$ cat src/rtl/serial_swan256_dec_key_precompute.sv
// Iterative SWAN256 forward key-schedule engine feeding the serial decryption core.
// Optional macro SWAN_KS_2STEP_EN chains two schedule steps per clock.
module serial_swan256_dec_key_precompute #(
  parameter int unsigned KEY_SIZE    = 256,
  parameter int unsigned SIDE_SIZE   = 128,
  parameter int unsigned PD          = 120,
  parameter logic [0:SIDE_SIZE-1] DELTA0 = 128'h9e3779b97f4a7c15f39cc0605cedc834,
  parameter int unsigned HALF_ROUNDS = 128
) (
  input  logic                  clk,
  input  logic                  rst,
  input  logic                  start,
  input  logic [0:KEY_SIZE-1]   key,
  output logic                  busy,
  output logic                  done,
  output logic [0:KEY_SIZE-1]   key_out,
  output logic [0:SIDE_SIZE-1]  rd_out
);

  typedef enum logic [0:0] {StIdle, StRun} state_e;

  localparam logic [7:0] HrCnt = 8'(HALF_ROUNDS);
`ifdef SWAN_KS_2STEP_EN
  localparam logic [7:0] StepN = 8'd2;
`else
  localparam logic [7:0] StepN = 8'd1;
`endif

  state_e                state_q, state_d;
  logic [7:0]            cnt_q, cnt_d;
  logic [0:KEY_SIZE-1]   key_q, key_d;
  logic [0:SIDE_SIZE-1]  rd_q, rd_d;
  logic                  done_q, done_d;

  logic [0:KEY_SIZE-1]   key_nx;
  logic [0:SIDE_SIZE-1]  rd_nx;

  // First schedule step: rotate right by PD, then add the new delta into the low half.
  logic [0:SIDE_SIZE-1]  rd1, lo1;
  logic [0:KEY_SIZE-1]   rot1, k1;

  assign rd1  = rd_q + DELTA0;
  assign rot1 = {key_q[KEY_SIZE-PD:KEY_SIZE-1], key_q[0:KEY_SIZE-1-PD]};
  assign lo1  = rot1[KEY_SIZE-SIDE_SIZE:KEY_SIZE-1] + rd1;
  assign k1   = {rot1[0:KEY_SIZE-SIDE_SIZE-1], lo1};

`ifdef SWAN_KS_2STEP_EN
  logic [0:SIDE_SIZE-1]  rd2, lo2;
  logic [0:KEY_SIZE-1]   rot2, k2;

  assign rd2  = rd1 + DELTA0;
  assign rot2 = {k1[KEY_SIZE-PD:KEY_SIZE-1], k1[0:KEY_SIZE-1-PD]};
  assign lo2  = rot2[KEY_SIZE-SIDE_SIZE:KEY_SIZE-1] + rd2;
  assign k2   = {rot2[0:KEY_SIZE-SIDE_SIZE-1], lo2};

  assign key_nx = k2;
  assign rd_nx  = rd2;
`else
  assign key_nx = k1;
  assign rd_nx  = rd1;
`endif

  always_comb begin
    state_d = state_q;
    cnt_d   = cnt_q;
    key_d   = key_q;
    rd_d    = rd_q;
    done_d  = 1'b0;
    // A start in any state (including mid-run) restarts from the new key.
    if (start) begin
      state_d = StRun;
      cnt_d   = HrCnt;
      key_d   = key;
      rd_d    = '0;
    end else begin
      unique case (state_q)
        StRun: begin
          key_d = key_nx;
          rd_d  = rd_nx;
          cnt_d = cnt_q - StepN;
          if (cnt_q <= StepN) begin
            state_d = StIdle;
            done_d  = 1'b1;
          end
        end
        default: ;
      endcase
    end
  end

  always_ff @(posedge clk) begin
    if (rst) begin
      state_q <= StIdle;
      cnt_q   <= '0;
      key_q   <= '0;
      rd_q    <= '0;
      done_q  <= 1'b0;
    end else begin
      state_q <= state_d;
      cnt_q   <= cnt_d;
      key_q   <= key_d;
      rd_q    <= rd_d;
      done_q  <= done_d;
    end
  end

  assign busy    = (state_q == StRun);
  assign done    = done_q;
  assign key_out = key_q;
  assign rd_out  = rd_q;

endmodule
$ cat config.mk
export PLATFORM = sky130hd
export DESIGN_NAME = serial_swan256_dec_key_precompute
export DESIGN_NICKNAME = d
export VERILOG_FILES = /design/src/rtl/serial_swan256_dec_key_precompute.sv
export SDC_FILE = /design/constraint.sdc
export NUM_CORES = 1
export LEC_CHECK = 0
export BUFFER_PORTS_ARGS = -buffer_cell sky130_fd_sc_hd__buf_2
export CORE_MARGIN = 10
export CORE_UTILIZATION = 25
export CTS_CLUSTER_DIAMETER = 200
export CTS_CLUSTER_SIZE = 40
export DETAILED_ROUTE_END_ITERATION = 8
export PLACE_DENSITY = 0.55
export SETUP_SLACK_MARGIN = 0.2
export SYNTH_ARGS = -nofsm -noshare
export SYNTH_HDL_FRONTEND = slang
export SYNTH_SLANG_ARGS = --single-unit
$ cat constraint.sdc
create_clock -name clk -period 6.2 [get_ports clk]
set_clock_uncertainty 0.05 [all_clocks]
set_input_delay 1.24 -clock clk [delete_from_list [all_inputs] [get_ports clk]]
set_output_delay 1.24 -clock clk [all_outputs]
set_load 0.1 [all_outputs]
== Word level (Yosys, flattened, before mapping) ==
Cells that the tools add are included.
Word-level totals
  flip-flop bits (word level): 394
  input port bits: 259
Cells by class
  add/sub/neg operators: 3
  order comparisons: 1
  multiplexer cells: 8
  bitwise gates (word level): 1
  reduce and logical (&&, ||, !) cells: 3
Operator list (number)
  $mux 256: 2
  $add 128x128->128: 1
  $add 128x128->128 const B: 1
  $mux 8: 2
  $le 8x1->1 const B: 1
  $sub 8x1->8 const B: 1
  $mux 1: 4
  $reduce_or 3->1: 1
  $reduce_bool 2->1: 1
  $reduce_or 2->1: 1
  $not 1->1: 1

== Depth between registers and ports, before layout ==
Gate-level depths: netlist of the first run.
  word-level depth: 4
  depth in mapped cells: 24
  gate-level depth less buffers: 23

== Least setup slack after synthesis of the first run ==
Ideal clock, no wire load.
  kind: register to register
  from: reg rd_q (netlist bit rd_out[125])
  to: reg key_q (netlist bit key_out[130])
  arrival: 6.141 ns
  setup slack: -0.052 ns
  cell stages (with the launch flop): 23
  buffers on the path: 1
  clock period less this slack: 6.252 ns
  cell sequence: dfxtp_1 -> ha_1 -> o311a_1 -> a41oi_2 -> o21ai_1 -> nand2_1 -> o41ai_1 -> a21oi_1 -> a21oi_1 -> nand2_1 -> xor2_1 -> ha_1 -> clkbuf_1 -> nand4_1 -> nor3_1 -> nand3b_1 -> a211o_1 -> o211ai_1 -> o2111ai_2 -> a2111oi_4 -> nor2_2 -> or4_1 -> nand3_1
On the way
  word-level cells in the longest chain between the ends: 4
Ends and longest elaborated chain
  start: declaration: line 32  | logic [0:SIDE_SIZE-1] rd_q, rd_d;
  start signal: assignment: line 102  | rd_q <= rd_d;
  $add 128x128->128: line 42  | assign rd1 = rd_q + DELTA0;
  net rd1 (one bit): line 39  | logic [0:SIDE_SIZE-1] rd1, lo1;
  $add 128x128->128: line 44  | assign lo1 = rot1[KEY_SIZE-SIDE_SIZE:KEY_SIZE-1] + rd1;
  $mux 256: line 76  | unique case (state_q)
  $mux 256: line 70  | if (start) begin
  end signal: assignment: line 101  | key_q <= key_d;
  end: declaration: line 31  | logic [0:KEY_SIZE-1] key_q, key_d;
The timed path passes the listed nets, and every way through them passes these cells. The select of a mux whose other input is x is not followed.
A chain may end at the register's enable or synchronous reset.

== Worst setup path in the final report of the first run ==
  from: reg rd_q (netlist bit rd_out[125])
  to: reg key_q (netlist bit key_out[202])
The elaborated chain is that of the path after synthesis.

==> results.yml, run 1 <==
status:
  status: "finished, final reports clean"
sta:
  max_slew_margin_pct: 21.7
  final_hold_viol_count: 0
  fmax_ghz: 0.174
  tightest_slew_ns: 1.18
  rsz0062_at_grt: "no"
  fin_crit_ns: 5.76
  postLayoutSetupSlackWorst_ns: 0.442
  slew_viol_final: 0
  fin_crit_sh_pct: 92.9
  setup_violations: 0
  timing.hold.ws_ns: 0.441
finish:
  fin_cells: 5989
  post-route-cell-area_sq_um: 35100
  nFillCells: 12468
  drive_above_1_share_pct: 23.1
  nets: 4868
  syn2layout_area_growth_pct: 23.9
placed_design:
  io_buffers: 642
  place.gp.congestion: 0.951
  dpl.hpwl_mm: 119
  post-place-ws_ns: -0.187
  place_area_sq_um: 34300
  placed_cells: 5954
global_routing:
  grt_max_degree: 118
  grt_pass1_wl_mm: 209
  grt-ovfl-total: 0
  antenna_found_initial: 34
  grt.total_usage_pct: 21.6
  first_global_vias: 29898
logic_synthesis:
  ys_types: 102
  seq_area_frac_synth_pct: 27.7
  synth.largest_area_cell: "dfxtp_1"
  synthMostInstantiatedCell: "nor2_1"
  synth_top_cell_area_share_pct: 27.7
  syn_area_sq_um: 28300
  avgSynthCellArea_sq_um: 7.40
  synthesis.instances: 3827
  netlist_top_cells_count: "667 x nor2_1, 479 x a21oi_1, 392 x dfxtp_1, 325 x nand2_1, 198 x clkbuf_1"
  synth-main-ff-cell: "dfxtp_1"
  synth-seq-cells: 392
  yosys_warnings: 0
  synthArstFlopShare_pct: 0
  synth_edf_count: 0
  synth.top_cells.by_area: "dfxtp_1 28%, nor2_1 8.8%, a21oi_1 8.5%"
pwr:
  cellPowerDensity_nw_per_um2: 231
  p_leak_uw: 0.0157
  ir_drop_uv: 203
clock_tree:
  clk_latency_ns: 0.62
  cts_sinks: 392
  cts_root_buf: "clkbuf_16"
  cts_tree: "built"
  cts.htree.levels: 1
  clk_pin_slew_ns: 0.17
  clockBufferDepth: 3
  cts_buffers: 14
route:
  drcViolationCount: 0
  drt-wirelength-per-cell_um: 24.5
  num_vias: 30890
  wirelength_mm: 147
  drt_iter0_drc: 2694
  firstDrtPassIters: 6
  via_per_inst: 5.16
  ant_nets: 0
die:
  die-width_um: 357
  dieArea_sq_um: 127000
  core_sq_um: 112000
  die_h_um: 357
  rows: 123
  start_util_pct: 25.2
  io_pins: 645
setup_path:
  worst_setup_path_end_kind: "register"
  worstPathRequired_ns: 6.58
  worstSetupStartpointType: "register"
  critPathKind: "reg -> reg"
  arrival_ns: 6.14
  crit_path_max_fanout: 6
job:
  maxCapViolations: 0
worst_hold_path:
  min_path_type: "reg -> reg"
==> what timing repair did <==
action,CTS,global route
pin swaps,2,14
endpoints found under the setup margin,24,58
hold buffers,0,0
gates resized for setup,6,61
buffers inserted,0,10
==> layout make-up <==
class                   count  area, sq um  area share, %
clock buffers              16          379           1.08
inverters                  71          274          0.780
repair buffers            894         5150           14.7
multi-input cells        3107        19500           55.5
diodes                      6         15.0         0.0428
flip-flops and latches    392         7880           22.4
clock inverters             3         57.6          0.164
well taps                1500         1880           5.35
==> metal layers <==
metal	GRT usage, %	part of all wire, %	vias up
li1	-	-	14823
met1	26.8	42	14927
met2	37.5	48	937
met3	5.19	7.4	165
met4	5.03	2.6	38
met5	0	0.17	-
==> state kept, by name (all words and copies together) (netlist names) <==
signal	count
key_out	256
rd_out	126
cnt_q	8
busy	1
done	1
==> per-stage QoR <==
| step | util, % | power, uW | TNS, ns |
|---|---|---|---|
| after floorplan | - | 5480 | 0 |
| after global placement | 30.5 | 6690 | -0.650 |
| after detailed placement | 30.5 | 6690 | -0.557 |
| after CTS | 30.9 | 8150 | 0 |
| after global routing | 31.2 | 8470 | 0 |
| final | 31.2 | 8110 | 0 |
==> final timing paths <==
kind                             startpoint      endpoint  slack (ns)  depth (start not counted)
worst min register to register     cnt_q[1]      cnt_q[1]        0.44                          2
worst max register to register  rd_out[125]  key_out[202]        0.44                         21
worst min-delay path               cnt_q[1]      cnt_q[1]        0.44                          2
worst max-delay path            rd_out[125]  key_out[202]        0.44                         21
==> power by group <==
| part | internal (uW) | switching [uW] | total (uW) |
|---|---|---|---|
| Combinational | 1050 | 2680 | 3730 |
| Sequential | 2680 | 277 | 2950 |
| Clock | 463 | 970 | 1430 |
==> worst max-delay path: stages, from the launching register on <==
cell      delay (ns)
dfxtp_2         0.39
ha_1            0.23
o311a_4         0.35
a41oi_4         0.24
buf_4           0.19
nor2_1          0.06
or3_1           0.38
o21ai_2         0.20
nand2_1         0.14
a21oi_2         0.20
xor2_1          0.19
ha_2            0.34
a21oi_1         0.14
o21ai_1         0.11
o21ai_0         0.22
o211ai_2        0.11
a21oi_2         0.47
o21a_1          0.36
o21ai_0         0.24
a21boi_0        0.30
xor2_1          0.45
o221ai_1        0.22
==> cell usage in the layout, fill, tap and decap left out, types with 15 or more instances in the layout <==
cell         n
buf_4      250
xnor2_1    163
dfxtp_1    375
o21ai_1     19
nor2b_1     16
a211oi_1    67
and2_1      18
nand3_1     63
o21a_1      23
clkbuf_16   15
a21oi_1    472
o211ai_1    20
ha_1       125
a31oi_1     25
o21bai_1    41
a21boi_0    16
nor2_1     664
mux2i_1    160
inv_1       68
or2_2       15
buf_2      640
nand2_1    324
nor3_1      68
nand4_1     66
or3_1       30
xor2_1     185
o21ai_0    147
a21o_1      60
nand2b_1    16
a221oi_1    19
and3_1      44
==> kinds of logic after synthesis <==
logic type      synth area share [%]
simple gates                    22.3
flops                           27.7
compound gates                  23.4
other cells                   0.0132
xor+xnor                        10.8
buf+inv                         4.46
fa+ha+maj                       5.72
mux                             5.69
(Power assumes the default switching activity.)
==> run 2, diff against run 1 <==
Settings changed: PLACE_DENSITY 0.55 to 0.57.
Clock period 6.2 ns to 5 ns, I/O delays scaled along.
==> run 2 against run 1 <==
Compared with the run above:
- the flow now finishes with violations (setup timing)
- worst hold slack better by 0.00063 ns
- wire length up 5.1%
- first-iteration DRC count down 6.3%
- largest cell class unchanged
==> results.yml, run 2 (same netlist as run 1, synthesis figures left out) <==
global_routing:
  first_global_vias: 32840
  grt.total_usage_pct: 22.6
  grt-ovfl-total: 0
  grt_pass1_wl_mm: 220
  antenna_found_initial: 32
  grt_max_degree: 197
route:
  wirelength_mm: 154
  firstDrtPassIters: 6
  drt-wirelength-per-cell_um: 23.0
  drcViolationCount: 0
  ant_nets: 0
  num_vias: 33877
  drt_iter0_drc: 2523
  via_per_inst: 5.05
die:
  rows: 123
  io_pins: 645
  die_h_um: 357
  start_util_pct: 25.2
  dieArea_sq_um: 127000
  die-width_um: 357
  core_sq_um: 112000
clock_tree:
  cts_tree: "built"
  clockBufferDepth: 3
  ctsHoldBuffers: 0
  clk_latency_ns: 0.62
  cts_root_buf: "clkbuf_16"
  cts.htree.levels: 1
  cts_buffers: 13
  clk_pin_slew_ns: 0.16
  cts_sinks: 392
sta:
  tightest_slew_ns: 1.16
  fin_crit_ns: 5.51
  rsz0062_at_grt: "yes"
  slew_viol_final: 0
  max_slew_margin_pct: 22.4
  postLayoutSetupSlackWorst_ns: -0.514
  setup_violations: 78
  fmax_ghz: 0.181
  fin_crit_sh_pct: 110
  final_hold_viol_count: 0
  timing.hold.ws_ns: 0.441
worst_hold_path:
  hold_depth: 2
  min_path_type: "reg -> reg"
  min_to: "cnt_q[1]"
  holdCritStartpoint: "cnt_q[1]"
setup_path:
  r2r_slack_ns: -0.51
  worstSetupStartpointType: "register"
  max_stage_delay_ns: 0.38
  worst_setup_path_end_kind: "register"
  slowest_stage: "dfxtp_4"
  crit_path_max_fanout: 5
  arrival_ns: 5.98
  crit_top_cell: "buf_6"
  critPathKind: "reg -> reg"
  r2r_end: "key_out[142]"
  worstPathRequired_ns: 5.46
  reg2reg_depth: 30
  r2r_start: "rd_out[125]"
status:
  violations: "setup timing"
  status: "finished with violations"
placed_design:
  dpl.hpwl_mm: 123
  place.gp.congestion: 0.955
  placed_cells: 6538
  io_buffers: 642
finish:
  mostFrequentLayoutCell: "buf_4"
  drive_above_1_share_pct: 42.0
  fin_cells: 6707
  final_cell_mix: "867 x buf_4, 640 x buf_2, 636 x nor2_1, 400 x a21oi_1, 304 x dfxtp_1"
  nets: 5581
  largest_reg_flops: 256
  syn2layout_area_growth_pct: 54.6
pwr:
  p_leak_uw: 0.0201
  ir_drop_uv: 229
  cellPowerDensity_nw_per_um2: 257
job:
  maxCapViolations: 0
run 2: worst max path at each step:
stage | cells past startpoint | slack, ns | start | to
after floorplan | 24 | -0.09 | rd_out[125] | key_out[139]
after global placement | 24 | -0.71 | rd_out[112] | key_out[131]
after detailed placement | 24 | -0.81 | rd_out[112] | key_out[131]
after CTS | 26 | -0.43 | rd_out[109] | key_out[130]
after global routing | 28 | -0.71 | rd_out[125] | key_out[136]
final | 30 | -0.51 | rd_out[125] | key_out[142]
run 2: cell type report:
| cell class | count | area, sq um |
|---|---|---|
| clock buffer | 20 | 372 |
| timing repair buffer | 1608 | 11000 |
| antenna | 8 | 20.0 |
| tap | 1500 | 1880 |
| inverter | 71 | 272 |
| clock inverter | 1 | 5.00 |
| multi-input combinational | 3107 | 22200 |
| fill | 11764 | 68700 |
| sequential | 392 | 8070 |
run 2: repair_timing:
| item | CTS | global route |
|---|---|---|
| setup endpoints to repair | 89 | 95 |
| setup buffers | 81 | 59 |
| gates cloned | 0 | 0 |
| gates resized for setup | 383 | 265 |
| hold endpoints to repair | 0 | 0 |
| pin swaps | 213 | 180 |
run 2: stage by stage:
step / util, % / area, sq um / setup WS (ns) / total power, uW / setup TNS [ns]
6_report: 38.9 / 43800 / -0.514 / 11300 / -23.29
5_1_grt: 38.9 / 43800 / -0.710 / 11800 / -39.85
4_1_cts: 37.4 / 42100 / -0.429 / 11000 / -13.65
3_5_place_dp: 34.9 / 39300 / -0.807 / 8910 / -33.68
3_3_place_gp: 34.9 / 39300 / -0.713 / 8900 / -29.83
2_1_floorplan: - / 29000 / -0.0852 / 6820 / -0.319
run 2: critical path, delay by kind of cell, from the launching register on:
kind | cells | cell delay [ns]
AOI/OAI and AO/OA | 16 | 2.91
buffers and inverters | 8 | 1.04
adders and majority gates | 2 | 0.51
and+or+nand+nor | 3 | 0.40
DFF | 1 | 0.38
xor gates and xnor gates | 1 | 0.12
run 2: per-layer routing:
metal	global-route usage (%)	routed length, um	vias to the layer above
met2	38.6	73400	1019
met1	29.1	66100	16423
met3	4.41	10400	182
li1	-	-	16229
met5	0	152	-
met4	5.18	4130	24
run 2: where the power goes:
| group | leakage (uW) | total, uW | switching (uW) | internal [uW] |
|---|---|---|---|---|
| Clock | 0.000184 | 1680 | 1150 | 527 |
| Combinational | 0.0167 | 5980 | 3800 | 2170 |
| Sequential | 0.00328 | 3630 | 324 | 3300 |
| Total | 0.0201 | 11300 | 5280 | 6000 |
